### src/rtl/gate_response_misr.sv
// gate_response_misr: response compactor for the 12-in/10-out gate-level test
// netlist. Each accepted beat is folded into a Galois MISR. After NUM_PATTERNS
// beats the final signature is compared with `golden` and reported on pass/done.
//
// Optional feature macro: GATE_RESPONSE_MISR_XMASK_EN
//   Adds resp_mask (masked bits compact as 0) and x_seen (an unmasked X/Z bit
//   was accepted since the last start/reset).
//
// Handshake: a beat transfers on a rising clk edge where resp_valid && resp_ready.
// resp_ready depends only on the FSM state (high in RUN), never on resp_valid.
// The producer may hold resp_valid low for any number of cycles.
module gate_response_misr #(
  parameter int               WIDTH        = 10,
  parameter int               NUM_PATTERNS = 256,
  parameter logic [WIDTH-1:0] POLY         = 10'h009,
  parameter logic [WIDTH-1:0] SEED         = 10'h000
) (
  input  logic             clk,
  input  logic             rst_n,
  input  logic             start,
  input  logic             abort,
  input  logic             resp_valid,
  output logic             resp_ready,
  input  logic [WIDTH-1:0] resp,
`ifdef GATE_RESPONSE_MISR_XMASK_EN
  input  logic [WIDTH-1:0] resp_mask,
  output logic             x_seen,
`endif
  input  logic [WIDTH-1:0] golden,
  output logic             busy,
  output logic             done,
  output logic             pass,
  output logic [WIDTH-1:0] signature,
  output logic [15:0]      beat_count,
  output logic [1:0]       fsm_state
);

  localparam logic [1:0] ST_IDLE = 2'd0;
  localparam logic [1:0] ST_RUN  = 2'd1;
  localparam logic [1:0] ST_DONE = 2'd2;

  // Beat index that completes a run.
  localparam logic [15:0] LAST_BEAT = 16'(NUM_PATTERNS - 1);

  logic [1:0]       state;
  logic [WIDTH-1:0] sig_q;
  logic [15:0]      cnt_q;
  logic             pass_q;
  logic             accept;
  logic             last_beat;
  logic [WIDTH-1:0] data;
  logic [WIDTH-1:0] sig_next;
  logic [15:0]      cnt_inc;

`ifdef GATE_RESPONSE_MISR_XMASK_EN
  logic x_seen_q;
  logic data_unknown;
`endif

  // Compaction datapath: masked data, Galois shift with feedback, saturating count.
  always_comb begin
`ifdef GATE_RESPONSE_MISR_XMASK_EN
    data         = resp & ~resp_mask;
    // Reduction XOR goes X whenever any unmasked bit is X or Z.
    data_unknown = ((^data) === 1'bx);
`else
    data         = resp;
`endif
    accept    = resp_valid && resp_ready;
    last_beat = (cnt_q == LAST_BEAT);
    sig_next  = {sig_q[WIDTH-2:0], 1'b0} ^ (sig_q[WIDTH-1] ? POLY : '0) ^ data;
    cnt_inc   = (cnt_q == 16'hFFFF) ? cnt_q : cnt_q + 16'd1;
  end

  // Status outputs decoded from the registered state only.
  always_comb begin
    resp_ready = (state == ST_RUN);
    busy       = (state == ST_RUN);
    done       = (state == ST_DONE);
    pass       = pass_q;
    signature  = sig_q;
    beat_count = cnt_q;
    fsm_state  = state;
  end

  // Run-control FSM and MISR state; abort outranks start and beat acceptance.
  always_ff @(posedge clk) begin
    if (!rst_n) begin
      state  <= ST_IDLE;
      sig_q  <= SEED;
      cnt_q  <= 16'd0;
      pass_q <= 1'b0;
    end else if (abort) begin
      // Signature and count are left as-is so a cancelled run can be inspected.
      state  <= ST_IDLE;
      pass_q <= 1'b0;
    end else begin
      case (state)
        ST_IDLE, ST_DONE: begin
          if (start) begin
            state  <= ST_RUN;
            sig_q  <= SEED;
            cnt_q  <= 16'd0;
            pass_q <= 1'b0;
          end
        end
        ST_RUN: begin
          if (accept) begin
            sig_q <= sig_next;
            cnt_q <= cnt_inc;
            if (last_beat) begin
              state  <= ST_DONE;
              pass_q <= (sig_next == golden);
            end
          end
        end
        default: state <= ST_IDLE;
      endcase
    end
  end

`ifdef GATE_RESPONSE_MISR_XMASK_EN
  // Sticky unknown detector: cleared by reset or a new run, set by an X/Z beat.
  always_ff @(posedge clk) begin
    if (!rst_n) begin
      x_seen_q <= 1'b0;
    end else if (!abort) begin
      if ((state != ST_RUN) && start) begin
        x_seen_q <= 1'b0;
      end else if (accept && data_unknown) begin
        x_seen_q <= 1'b1;
      end
    end
  end

  assign x_seen = x_seen_q;
`endif

endmodule
### config.mk
export PLATFORM = sky130hd
export DESIGN_NAME = gate_response_misr
export DESIGN_NICKNAME = d
export VERILOG_FILES = /design/src/rtl/gate_response_misr.sv
export SDC_FILE = /design/constraint.sdc
export NUM_CORES = 1
export LEC_CHECK = 0
export ABC_AREA = 1
export CAP_MARGIN = 20
export CORE_ASPECT_RATIO = 0.9
export CORE_UTILIZATION = 35
export CTS_CLUSTER_SIZE = 20
export DETAILED_ROUTE_END_ITERATION = 8
export PLACE_DENSITY = 0.73
export REMOVE_ABC_BUFFERS = 1
export SYNTH_ARGS = -nofsm -noshare
export SYNTH_HDL_FRONTEND = slang
export SYNTH_SLANG_ARGS = --single-unit
### constraint.sdc
create_clock -name clk -period 1.7 [get_ports clk]
set_clock_uncertainty 0.15 [all_clocks]
set_input_delay 0.34 -clock clk [delete_from_list [all_inputs] [get_ports clk]]
set_output_delay 0.34 -clock clk [all_outputs]
set_load 0.01 [all_outputs]
* Word-level counts from Yosys, hierarchy flattened *
Cells that the tools add are included.
Widths: inputs -> output; s select.

storage, ports and cells
  bits in registers = 29
  input bits = 25
  word-level logic and storage cells = 43

operators by class
  add/sub/neg operators = 1
  equality and inequality tests = 9
  muxes and demuxes = 16
  bitwise operators = 4
  reductions and logical operators = 9

operators with widths
  kind                   number
  $mux 16                3
  $pmux 16 s2            1
  $mux 10                2
  $pmux 10 s2            1
  $add 16x1->16 const B  1
  $eq 16x16->1 const B   1
  $eq 16x8->1 const B    1
  $eq 10x10->1           1
  $xor 10x10->10         1
  $xor 10x4->10          1
  $reduce_and 4->1       2
  $mux 2                 3
  $reduce_and 5->1       1
  $mux 4                 1
  $ne 2x1->1 const B     2
  $ne 2x2->1 const B     2
  $pmux 2 s2             1
  $reduce_or 2->1        2
  $mux 1                 3
  $reduce_and 3->1       1
  $eq 2x1->1 const B     1
  $eq 2x2->1 const B     1
  $logic_not 2->1        1
  $not 1->1              2
  other kinds (3)        3

* Depth between registers and ports, before layout *
Gate-level depths: netlist (run 1).

  depth in word-level cells = 7
  depth in mapped cells = 12

* Least setup slack after synthesis (run 1) *
Ideal clock, no wire load.

  path type = flip-flop to flip-flop
  start = register cnt_q[0], in the netlist beat_count[0]
  end = register cnt_q[0], in the netlist beat_count[0]
  library setup time = 0.124 ns
  arrival = 1.424 ns
  required time = 1.426 ns
  slack = 0.003 ns
  cell stages (with the launch flop) = 10
  path buffers = 1
  cell sequence = dfxtp_1 > ha_1 > nand2_1 > nor2_1 > nand2_2 > nor3_4 > nand2_2 > buf_6 > a21oi_1 > nor3_1

between the ends
  word-level cells in the longest chain between the ends = 4
  elaborated cells on any way between the ends = 7
  those cells by class = 1 x add/sub; 2 x eq/ne; 3 x mux; 1 x reduce/logical

ends and longest elaborated chain
  element                   RTL line  RTL
  start: declaration        47        logic [15:0] cnt_q;
  start signal: assignment  110       cnt_q <= cnt_inc;
  $add 16x1->16             72        cnt_inc = (cnt_q == 16'hFFFF) ? cnt_q : cnt_q + 16'd1;
  $mux 16                   72
  $mux 16                   108       if (accept) begin
  $pmux 16 s2               98        case (state)

Parallel ways exist; a longest one is shown, timed or not. The select of a mux whose other input is x is not followed.
A chain may end at the register's enable or synchronous reset.

* Worst setup path after layout (run 1) *
  start = register cnt_q[1], in the netlist beat_count[1]
  end = register cnt_q[0], in the netlist beat_count[0]

between the ends
  word-level cells in the longest chain between the ends = 3

ends and longest elaborated chain
  element                            RTL line
  $eq 16x16->1                       72
  $ne 2x2->1 (no source line)        --
  $reduce_and 5->1 (no source line)  --

No other way between the ends.

==> results_dict.tcl, run 1 <==
set metrics [dict create \
    status "finished with violations" \
    violations "setup timing" \
    cap_viol_max_count 0 \
    startpoint_type "register" \
    grt_pass1_vias 2054 \
    nets 443 \
    max-clock-path-buffers 2 \
    crit_path_end "beat_count[0]$_SDFFE_PN0P_" \
    postRouteAntennaNets 0 \
    die_h_um 72.2 \
    ir_drop_uv 349 \
    setup.worst_path.start "beat_count[1]$_SDFFE_PN0P_" \
    crit_fanout 8 \
    setup_viol 16 \
    required_ns 1.74 \
    reg2reg_slack_ns -0.09 \
    synth_edf_count 0 \
    regToRegStartpoint "beat_count[1]$_SDFFE_PN0P_" \
    final_cell_area_sq_um 3050 \
    vias 2311 \
    fin_crit_ns 1.79 \
    cts_htree_levels 2 \
    antenna_cells 0 \
    clock_sinks 29 \
    crit_arrival_ns 1.83 \
    place_inst 473 \
    nFillCells 511 \
    slew_viol_final 0 \
    rsz0062_at_grt "true" \
    relSlewSlack 0.799 \
    std_cell_rows 25 \
    synthToLayoutAreaGrowth_pct 59.3 \
    drt-total-wl_um 5600 \
    hold_path_class "register to register" \
    finalWorstSetupSlack_ns -0.0896 \
    yosysWarnings 0 \
    die-area_sq_um 5780 \
    drt-pass1-iter-count 4 \
    initial_utilization 0.365 \
    synth_area_sq_um 1920 \
    grt_util_all_layers 0.194 \
    cts-root-buf "clkbuf_8" \
    grt_pass1_wl_um 8800 \
    drt-initial-drc-count 131 \
    numCtsBuffers 5 \
    synth_area_per_cell_sq_um 6.03 \
    clock_latency_ns 0.28 \
    post-route-period-util 1.05 \
    port-buffer-count 56 \
    r2r-end "beat_count[0]$_SDFFE_PN0P_" \
    ff2ff_path_depth 9 \
    ys_seq_elements 29 \
    layout-drive-gt1-share 0.230 \
    cts_tree "yes" \
    end_kind "register" \
    clk_pin_slew_ns 0.07 \
    grt_max_degree 16 \
    via_per_inst 4.76 \
    synthFlopType "dfxtp_1" \
    antenna_found_initial 0 \
    p_per_area_nw_per_um2 489 \
    tightest_slew_ns 0.301 \
    placed_area_sq_um 2820 \
    wire_per_inst_um 11.6 \
    path_class "register to register" \
    leakagePower_nw 1.49 \
    gp_congestion 0.835 \
    syn-instance-count 318 \
    drc 0 \
    synth_cell_types 29 \
    ioPinCount 57 \
    layout.cells.non_filler 485 \
    synth_seq_area_share 0.303 \
    gr-total-overflow 0 \
    die_w_um 80.0 \
    max_freq_mhz 559 \
    hpwlAfterDp_um 4090 \
    core_area_sq_um 5260 \
    synthArstFlopShare 0 \
    hold_viol_final 0 \
]
[how the worst min path moves through the flow]
stage                 startpoint                end  slack, ns  depth (start not counted)
3_5_place_dp   pass$_SDFFE_PP0P_  pass$_SDFFE_PP0P_       0.30                          2
3_3_place_gp   pass$_SDFFE_PP0P_  pass$_SDFFE_PP0P_       0.30                          2
2_1_floorplan  pass$_SDFFE_PP0P_  pass$_SDFFE_PP0P_       0.33                          2
6_report       pass$_SDFFE_PP0P_  pass$_SDFFE_PP0P_       0.32                          2
4_1_cts        pass$_SDFFE_PP0P_  pass$_SDFFE_PP0P_       0.31                          2
5_1_grt        pass$_SDFFE_PP0P_  pass$_SDFFE_PP0P_       0.35                          2
[power breakdown]
part / total, mW / leakage (nW) / switching, mW / internal (mW)
clock network: 0.541 / 0.0450 / 0.258 / 0.283
logic: 0.262 / 1.21 / 0.132 / 0.131
registers: 0.690 / 0.237 / 0.00534 / 0.685
total: 1.49 / 1.49 / 0.395 / 1.10
[worst max-delay path: stages (launching register included)]
cell and delay [ns]:
dfxtp_2 0.35, ha_4 0.15, nand2_4 0.05, nor2_4 0.12
nand2_4 0.08, nor3_4 0.30, nand2_4 0.14, nand2_4 0.14
nor2_1 0.06, nor3_1 0.16
[cell usage after synthesis (3+ instances only)]
master	number	share of area
nand2_1	96	0.19
inv_1	42	0.082
nand3_1	39	0.10
nor2_1	37	0.072
dfxtp_1	29	0.30
a21oi_1	19	0.050
nand3b_1	8	0.031
o21ai_1	6	0.016
clkinv_1	5	0.0098
nand2_2	5	0.016
nand4_1	5	0.016
xor2_1	5	0.023
nor3_1	3	0.0078
[flip-flops by register name, summed over array words and instances (netlist names)]
signal,count
beat_count,16
signature,10
fsm_state,2
pass,1
[timing repair]
item / CTS / global route
gates resized for setup: 41 / 33
pin swaps: 3 / 14
cloned: 0 / 2
hold endpoints to repair: 0 / 0
setup endpoints to repair: 40 / 22
setup buffers: 1 / 1
hold buffers: 0 / 0
[layout make-up]
cell class	instances	area, sq um	share of cell area
multi-input cells	235	1250	0.411
repair buffers	96	855	0.280
flip-flops and latches	29	588	0.193
inverters	50	190	0.0623
well taps	67	83.8	0.0274
clock buffers	6	72.6	0.0238
clock inverters	2	10.0	0.00328
[logic make-up (layout without fill, tap and decap cells)]
logic type,count (synthesis),in the layout,synth area share
compound gates,29,30,0.0849
xor+xnor,5,5,0.0228
fa+ha+maj,1,1,0.00653
buf+inv,56,154,0.122
flops,29,29,0.303
simple gates,198,199,0.461
[routing by layer]
metal / vias up / GRT usage / share of wire
li1: 1207 / - / -
met5: - / 0 / 0
met4: 0 / 0.0754 / 0.014
met3: 10 / 0.0289 / 0.048
met1: 1040 / 0.251 / 0.44
met2: 54 / 0.327 / 0.50
[through the flow]
stage | worst slack, ns | TNS (ns) | hold slack [ns] | power, mW | utilization
detailed placement | -0.265 | -5.06 | 0.302 | 0.958 | 0.536
global route | -0.177 | -2.40 | 0.348 | 1.57 | 0.581
floorplan | -0.0395 | -0.218 | 0.332 | 0.819 | -
CTS | -0.00348 | -0.00348 | 0.312 | 1.49 | 0.554
global placement | -0.208 | -3.73 | 0.302 | 0.952 | 0.536
finish | -0.0896 | -0.601 | 0.322 | 1.49 | 0.581
[layout by cell type (no fill, tap or decap), types with 8 or more instances in the layout]
cell type / netlist / final
nand2_1: 96 / 92
inv_1: 42 / 41
buf_4: 1 / 37
nand3_1: 39 / 34
nor2_1: 37 / 33
dlygate4sd2_1: 0 / 27
clkdlybuf4s50_1: 0 / 26
dfxtp_1: 29 / 23
a21oi_1: 19 / 12
a21oi_2: 0 / 8
nand3b_1: 8 / 8
Power figures use the tool's default switching activity.
==> run 2, diff against run 1 <==
--- a/config.mk
+++ b/config.mk
@@ -8,10 +8,12 @@
 export ABC_AREA = 1
 export CAP_MARGIN = 20
 export CORE_ASPECT_RATIO = 0.9
-export CORE_UTILIZATION = 35
+export CORE_UTILIZATION = 30
+export CTS_BUF_LIST = sky130_fd_sc_hd__clkbuf_2
 export CTS_CLUSTER_SIZE = 20
 export DETAILED_ROUTE_END_ITERATION = 8
-export PLACE_DENSITY = 0.73
+export PLACE_DENSITY = 0.66
+export RECOVER_POWER = 25
 export REMOVE_ABC_BUFFERS = 1
 export SYNTH_ARGS = -nofsm -noshare
 export SYNTH_HDL_FRONTEND = slang
==> results_dict.tcl, run 2 (synthesis results as in run 1) <==
set metrics [dict create \
    rsz0062_at_grt "true" \
    grt_pass1_vias 2134 \
    hpwlAfterDp_um 4250 \
    postRouteAntennaNets 0 \
    gr-total-overflow 0 \
    power.total_mw 1.29 \
    hold_ws_ns 0.329 \
    drt-initial-drc-count 97 \
    die-area_sq_um 6710 \
    ir_drop_uv 145 \
    final_cell_mix "nand2_1, buf_4, inv_1" \
    grt_max_degree 18 \
    end_kind "register" \
    numCtsBuffers 5 \
    grt_util_all_layers 0.175 \
    final_core_util 0.499 \
    initial_utilization 0.312 \
    tightest_slew_ns 0.328 \
    port-buffer-count 56 \
    antenna_found_initial 0 \
    hold_path_class "register to register" \
    nets 450 \
    wire_per_inst_um 11.0 \
    regToRegStartpoint "beat_count[0]$_SDFFE_PN0P_" \
    die_h_um 77.8 \
    clock_latency_ns 0.36 \
    via_per_inst 4.51 \
    drt-pass1-iter-count 4 \
    placed_area_sq_um 2860 \
    max_freq_mhz 592 \
    finalWorstSetupSlack_ns 0.00990 \
    gp_congestion 0.818 \
    crit_top_cell "nand2_2" \
    cts-root-buf "clkbuf_2" \
    layout-drive-gt1-share 0.278 \
    setup_viol 0 \
    slew_viol_final 0 \
    ff2ff_path_depth 9 \
    setup_tns_ns 0 \
    drc 0 \
    place_inst 495 \
    grt_pass1_wl_um 9400 \
    antenna_cells 0 \
    clock_sinks 29 \
    core_area_sq_um 6150 \
    path_class "register to register" \
    slowest_stage "dfxtp_4" \
    place_ws_ns -0.252 \
    max-clock-path-buffers 2 \
    largest_reg_flops 16 \
    whs_path_depth 2 \
    holdPathEnd "pass$_SDFFE_PP0P_" \
    final_cell_area_sq_um 3070 \
    final_common_cell "nand2_1" \
    p_per_area_nw_per_um2 420 \
    crit_arrival_ns 1.81 \
    post-route-period-util 0.994 \
    status "complete, no violations" \
    std_cell_rows 27 \
    leakagePower_nw 1.46 \
    cts_hold_buf 0 \
    fin_crit_ns 1.69 \
    startpoint_type "register" \
    clk_pin_slew_ns 0.15 \
    layout.cells.non_filler 512 \
    ioPinCount 57 \
    cts_tree "yes" \
    vias 2307 \
    crit_fanout 8 \
    r2r-end "beat_count[0]$_SDFFE_PN0P_" \
    cts_htree_levels 2 \
    die_w_um 86.3 \
    reg2reg_slack_ns 0.01 \
    nFillCells 635 \
    cp_cell_sequence "ha_4, nand2_2, nor2_2, nand2_2, nor3_4, nand2_4, buf_6, a21oi_2, nor3_1" \
    hold_viol_final 0 \
    max_stage_delay_ns 0.40 \
    worstHoldStart "pass$_SDFFE_PP0P_" \
    required_ns 1.82 \
    drt-total-wl_um 5620 \
    relSlewSlack 0.780 \
    synthToLayoutAreaGrowth_pct 60.1 \
    cap_viol_max_count 0 \
]
## run 2: cell type report
type	count	area, sq um	area share
Clock buffer	6	30.0	0.00979
Clock inverter	2	10.0	0.00326
Inverter	50	193	0.0628
Multi-Input combinational cell	233	1190	0.389
Sequential cell	29	629	0.205
Tap cell	87	109	0.0355
Timing Repair Buffer	105	905	0.295
## run 2: worst max-delay path by stage
stage / slack [ns] / to / from / cells past startpoint
6_report: 0.01 / beat_count[0]$_SDFFE_PN0P_ / beat_count[0]$_SDFFE_PN0P_ / 9
2_1_floorplan: -0.04 / beat_count[0]$_SDFFE_PN0P_ / beat_count[0]$_SDFFE_PN0P_ / 9
4_1_cts: -0.01 / beat_count[0]$_SDFFE_PN0P_ / beat_count[0]$_SDFFE_PN0P_ / 9
3_3_place_gp: -0.21 / signature[0]$_SDFFE_PN0P_ / start / 9
5_1_grt: -0.11 / beat_count[0]$_SDFFE_PN0P_ / beat_count[0]$_SDFFE_PN0P_ / 9
3_5_place_dp: -0.25 / beat_count[12]$_SDFFE_PN0P_ / start / 9
## run 2: worst max-delay path: cells and delay by family, from the launching register on
| family | cells | cell delay [ns] |
|---|---|---|
| AO/OA/AOI/OAI | 1 | 0.11 |
| adder cells (fa/ha/maj) | 1 | 0.14 |
| buffers and inverters | 1 | 0.17 |
| flip-flops | 1 | 0.40 |
| AND/OR/NAND/NOR | 6 | 0.63 |
## run 2: layer usage
metal,GRT usage,routed length [um]
met1,0.226,2610
met2,0.297,2710
met3,0.0298,236
met4,0.0483,63
met5,0,0
## run 2: what timing repair did
action / 4_1_cts / 5_1_grt
cloned: 0 / 0
setup endpoints to repair: 41 / 23
pin swaps: 4 / 11
setup buffers: 7 / 2
endpoints found under the hold margin: 0 / 0
gates resized for setup: 76 / 25
## run 2: power breakdown
part,switching [mW],internal [mW]
logic,0.128,0.135
registers,0.00619,0.677
clock network,0.240,0.103
total,0.374,0.915
==> run 3, diff against run 2 <==
==> constraint.sdc (replaced) <==
create_clock -name clk -period 1.8 [get_ports clk]
set_clock_uncertainty 0.15 [all_clocks]
set_input_delay 0.36 -clock clk [delete_from_list [all_inputs] [get_ports clk]]
set_output_delay 0.36 -clock clk [all_outputs]
set_load 0.01 [all_outputs]
==> results_dict.tcl, run 3 (synthesis results as in run 1) <==
set metrics [dict create \
    max_freq_mhz 568 \
    std_cell_rows 27 \
    core_area_sq_um 6150 \
    relSlewSlack 0.726 \
    via_per_inst 4.54 \
    ir_drop_uv 187 \
    hold_path_class "register to register" \
    cts-root-buf "clkbuf_2" \
    die_w_um 86.3 \
    final_core_util 0.483 \
    clk_pin_slew_ns 0.15 \
    multi_input_area_sq_um 1180 \
    power.total_mw 1.19 \
    fin_crit_ns 1.76 \
    ioPinCount 57 \
    cap_viol_max_count 0 \
    clock_latency_ns 0.37 \
    reg2reg_slack_ns 0.06 \
    path_delay_family "buffers and inverters" \
    status "complete, no violations" \
    gr-total-overflow 0 \
    path_class "register to output pin" \
    grt_pass1_wl_um 8990 \
    clock_sinks 29 \
    drt-pass1-iter-count 5 \
    numCtsBuffers 5 \
    cts_htree_levels 2 \
    slowest_stage "clkdlybuf4s50_1" \
    ff2ff_path_depth 9 \
    postRouteAntennaNets 0 \
    hpwlAfterDp_um 4200 \
    required_ns 1.29 \
    nets 436 \
    die_h_um 77.8 \
    drt-total-wl_um 5510 \
    startpoint_type "register" \
    grt_pass1_vias 2033 \
    antenna_found_initial 0 \
    final_common_cell "nand2_1" \
    slew_viol_final 0 \
    gp_congestion 0.827 \
    drc 0 \
    setup_tns_ns 0 \
    initial_utilization 0.312 \
    worstHoldStart "pass$_SDFFE_PP0P_" \
    final_cell_mix "nand2_1, inv_1, nand3_1" \
    holdPathEnd "pass$_SDFFE_PP0P_" \
    drt-initial-drc-count 133 \
    max-clock-path-buffers 2 \
    rsz0062_at_grt "true" \
    max_stage_delay_ns 0.53 \
    largest_reg_flops 16 \
    cts_hold_buf 0 \
    grt_max_degree 18 \
    whs_path_depth 2 \
    ff_latch_area_sq_um 623 \
    synthToLayoutAreaGrowth_pct 54.8 \
    crit_arrival_ns 1.25 \
    setup_viol 0 \
    finalWorstSetupSlack_ns 0.0395 \
    hold_viol_final 0 \
    tightest_slew_ns 0.410 \
    leakagePower_nw 1.47 \
    regToRegStartpoint "beat_count[1]$_SDFFE_PN0P_" \
    cp_cell_sequence "clkdlybuf4s50_1" \
    place_ws_ns -0.174 \
    p_per_area_nw_per_um2 402 \
    placed_area_sq_um 2760 \
    wire_per_inst_um 11.1 \
    path_buf_inv 1 \
    r2r-end "beat_count[0]$_SDFFE_PN0P_" \
    setup.worst_path.start "beat_count[13]$_SDFFE_PN0P_" \
    antenna_cells 0 \
    crit_fanout 2 \
    die-area_sq_um 6710 \
    layout-drive-gt1-share 0.212 \
    vias 2256 \
    end_kind "output pin" \
    cts_tree "yes" \
    grt_util_all_layers 0.168 \
    nFillCells 629 \
    post-route-period-util 0.978 \
    final_cell_area_sq_um 2970 \
    port-buffer-count 56 \
]
## run 3: cell types whose count changed in the layout (fill, tap and decap cells not counted), sizes merged
cell and delta:
buf -16, dlygate4sd2 -10, dlymetal6s2s +8, clkdlybuf4s25 +3, clkdlybuf4s50 +2, clkbuf -1
clkdlybuf4s15 -1, inv -1, nand2 +1
## run 3: worst max-delay path by stage
stage	cells after the start	end	slack (ns)
final	1	beat_count[13]	0.04
after global routing	9	beat_count[14]$_SDFFE_PN0P_	-0.04
after CTS	1	fsm_state[0]	0.0007
after detailed placement	9	beat_count[12]$_SDFFE_PN0P_	-0.17
after global placement	9	beat_count[12]$_SDFFE_PN0P_	-0.12
after floorplan	9	beat_count[0]$_SDFFE_PN0P_	0.06
## run 3: per-stage QoR
stage | cells | hold WS, ns
floorplan | 312 | 0.332
global placement | 481 | 0.300
detailed placement | 481 | 0.321
CTS | 495 | 0.341
global route | 497 | 0.367
finish | 497 | 0.330
## run 3: cell type report
| type | instances | share of cell area |
|---|---|---|
| clock inverters | 1 | 0.00126 |
| well taps | 87 | 0.0367 |
| multi-input cells | 234 | 0.396 |
| flip-flops and latches | 29 | 0.210 |
| repair buffers | 90 | 0.282 |
| inverters | 50 | 0.0641 |
| clock buffers | 6 | 0.0101 |
## run 3: layer usage
metal	track usage	vias up	part of all wire
li1	-	1198	-
met1	0.212	998	0.46
met2	0.288	53	0.48
met3	0.0330	7	0.042
met4	0.0500	0	0.013
met5	0	-	0
## run 3: report_power, final
| group | switching (mW) | internal [mW] | total [mW] |
|---|---|---|---|
| clock network | 0.215 | 0.0905 | 0.305 |
| registers | 0.00485 | 0.639 | 0.644 |
| logic | 0.120 | 0.123 | 0.243 |
## run 3: what timing repair did
item,in CTS,in global routing
cloned,0,1
endpoints found under the setup margin,31,30
pin swaps,0,9
gates resized for setup,47,32
buffers inserted,7,1
## run 3: worst min-delay path, delay by kind of cell (launching register included)
family / cells / cell delay, ns
flip-flops: 1 / 0.33
AND/OR/NAND/NOR: 1 / 0.07
AO/OA/AOI/OAI: 1 / 0.05
==> variant (flow settings as in run 3) <==
`WIDTH`: 10 -> 20.
--- a/src/rtl/gate_response_misr.sv
+++ b/src/rtl/gate_response_misr.sv
@@ -11,5 +11,5 @@
 // The producer may hold resp_valid low for any number of cycles.
 module gate_response_misr #(
-  parameter int               WIDTH        = 10,
+  parameter int               WIDTH        = 20,
   parameter int               NUM_PATTERNS = 256,
   parameter logic [WIDTH-1:0] POLY         = 10'h009,
Ports: changed (resized golden, resp and signature); port bits go from 57 to 87. No check against the original RTL was run, so the function may have changed too.
==> variant against run 3 <==
  * Area after synthesis increased by 38%
  * Sequential power up 36%
  * Sequential cell count rose by 10
  * Die area rose by 37%
  * Routed wire length up 46%
  * Final area is 49% higher
  * Setup slack worse by 0.0099 ns
  * Largest cell class unchanged
  * Final cell count is 49% higher
  * Total power is 46% higher
  * Utilization is 3.3 points higher
==> variant: results (changes against run 3) <==
- Sequential element share of the synthesized area: 0.296 (-0.00700)
- Crit-path max FO: 8 (+6)
- Root Buffer: clkbuf_2
- CP max stage cell: dfxtp_2
- Clock buffer count from CTS: 5 (unchanged)
- Post-synth ARST share: 0 (unchanged)
- H-Tree Depth: 2 (unchanged)
- Ranking of synthesized cells by area: dfxtp_1, nand2_1, inv_1, nand3_1, a21oi_1
- Pleak: 2.25 nW (+53%)
- Clk slew on worst S/H paths: 0.21 ns (+0.06 ns)
- Max incr delay on CP: 0.39 ns (-0.14 ns)
- First-pass GRT wire length: 12600 um (+40%)
- Status: finished clean
- Hold Crit Class: register to register
- Placer Congestion: 0.793 (-4.1%)
- Critical Path Source: beat_count[1]$_SDFFE_PN0P_
- WL final: 8060 um (+46%)
- Ratio of cells with drive above 1 in the final layout: 0.266 (+0.0543)
- Syn. warnings: 0 (unchanged)
- Post-CTS Repair Setup Buffers: 29 (+22)
- Worst Hold Launch: pass$_SDFFE_PP0P_
- Max reg flops: 20 (+4)
- Crit path max-delay family: simple AND/OR/NAND/NOR gates
- Post-synthesis cell type count: 29 (unchanged)
- Pre-CTS WS: -0.251 ns (-0.0773 ns)
- Clk_lat worst skew: 0.40 ns (+0.03 ns)
- Worst Tran Pin Value: 0.281 ns (-0.129 ns)
- Main flop type after synthesis: dfxtp_1
- Initial drt markers: 70 (-47%)
- Nets: 668 (+53%)
- Vias in the first global route: 2914 (+43%)
- CTS-repair resized insts: 101 (+110%)
- Top cells by count, synth: nand2_1, inv_1, nand3_1, dfxtp_1, a21oi_1
- Tot GR Track Use: 0.171 (+0.00323)
- Max clock buf depth: 2 (unchanged)
- Initial antenna violation count: 0 (unchanged)
- Placed Area: 0.00395 mm^2 (+43%)
- Hpwl dp: 5660 um (+35%)
- Crit path DAT: 1.94 ns (+0.69 ns)
- Worst vdd ir: 0.208 mV (+11%)
- Antenna cells: 0 (unchanged)
- Largest net degree at the start of global routing: 24 (+6)
- Pre-antenna DRT Iters: 4 (-1)
- Port bufs: 86 (+54%)
- Vias per std cell: 4.43 (-2.4%)
-- variant: path summary, 6_finish.rpt --
kind,to,slack (ns),depth (start not counted)
setup / recovery,beat_count[8]$_SDFFE_PN0P_,0.03,10
hold / removal,pass$_SDFFE_PP0P_,0.34,2
setup reg to reg,beat_count[8]$_SDFFE_PN0P_,0.03,10
hold reg to reg,pass$_SDFFE_PP0P_,0.34,2
-- variant: cells by family (layout without fill, tap and decap cells) --
group                      after synthesis  count (layout)  share of synthesized area
and+or+nand+nor                        283             283                      0.475
adders and majority gates                1               1                    0.00474
DFF                                     39              39                      0.296
xor gates and xnor gates                 1               1                    0.00332
buffers and inverters                   88             256                      0.131
AOI/OAI and AO/OA                       43              43                     0.0901
-- variant: where the power goes --
group	total [mW]	internal (mW)	leakage, nW	switching (mW)
logic	0.468	0.254	1.88	0.214
clock network	0.402	0.106	0.0330	0.296
registers	0.876	0.867	0.335	0.00885
-- variant: stage by stage --
stage	power (mW)	hold slack [ns]	std cells
6_report	1.75	0.339	742
2_1_floorplan	1.09	0.333	447
5_1_grt	1.84	0.371	742
3_5_place_dp	1.32	0.326	697
3_3_place_gp	1.32	0.316	697
4_1_cts	1.73	0.339	734
-- variant: layer usage --
layer  GRT usage  part of all wire  vias up
li1            -                 -     1739
met1       0.203              0.44     1479
met2       0.317              0.51       60
met3      0.0293             0.037        8
met4      0.0386            0.0074        0
met5           0                 0        -
-- variant: cell type report --
type | instances | area [um^2]
fillers | 899 | 4150
inverters | 80 | 307
repair buffers | 168 | 1470
clock buffers | 7 | 35.0
clock inverters | 1 | 5.00
well taps | 119 | 149
multi-input cells | 328 | 1610
flip-flops and latches | 39 | 842
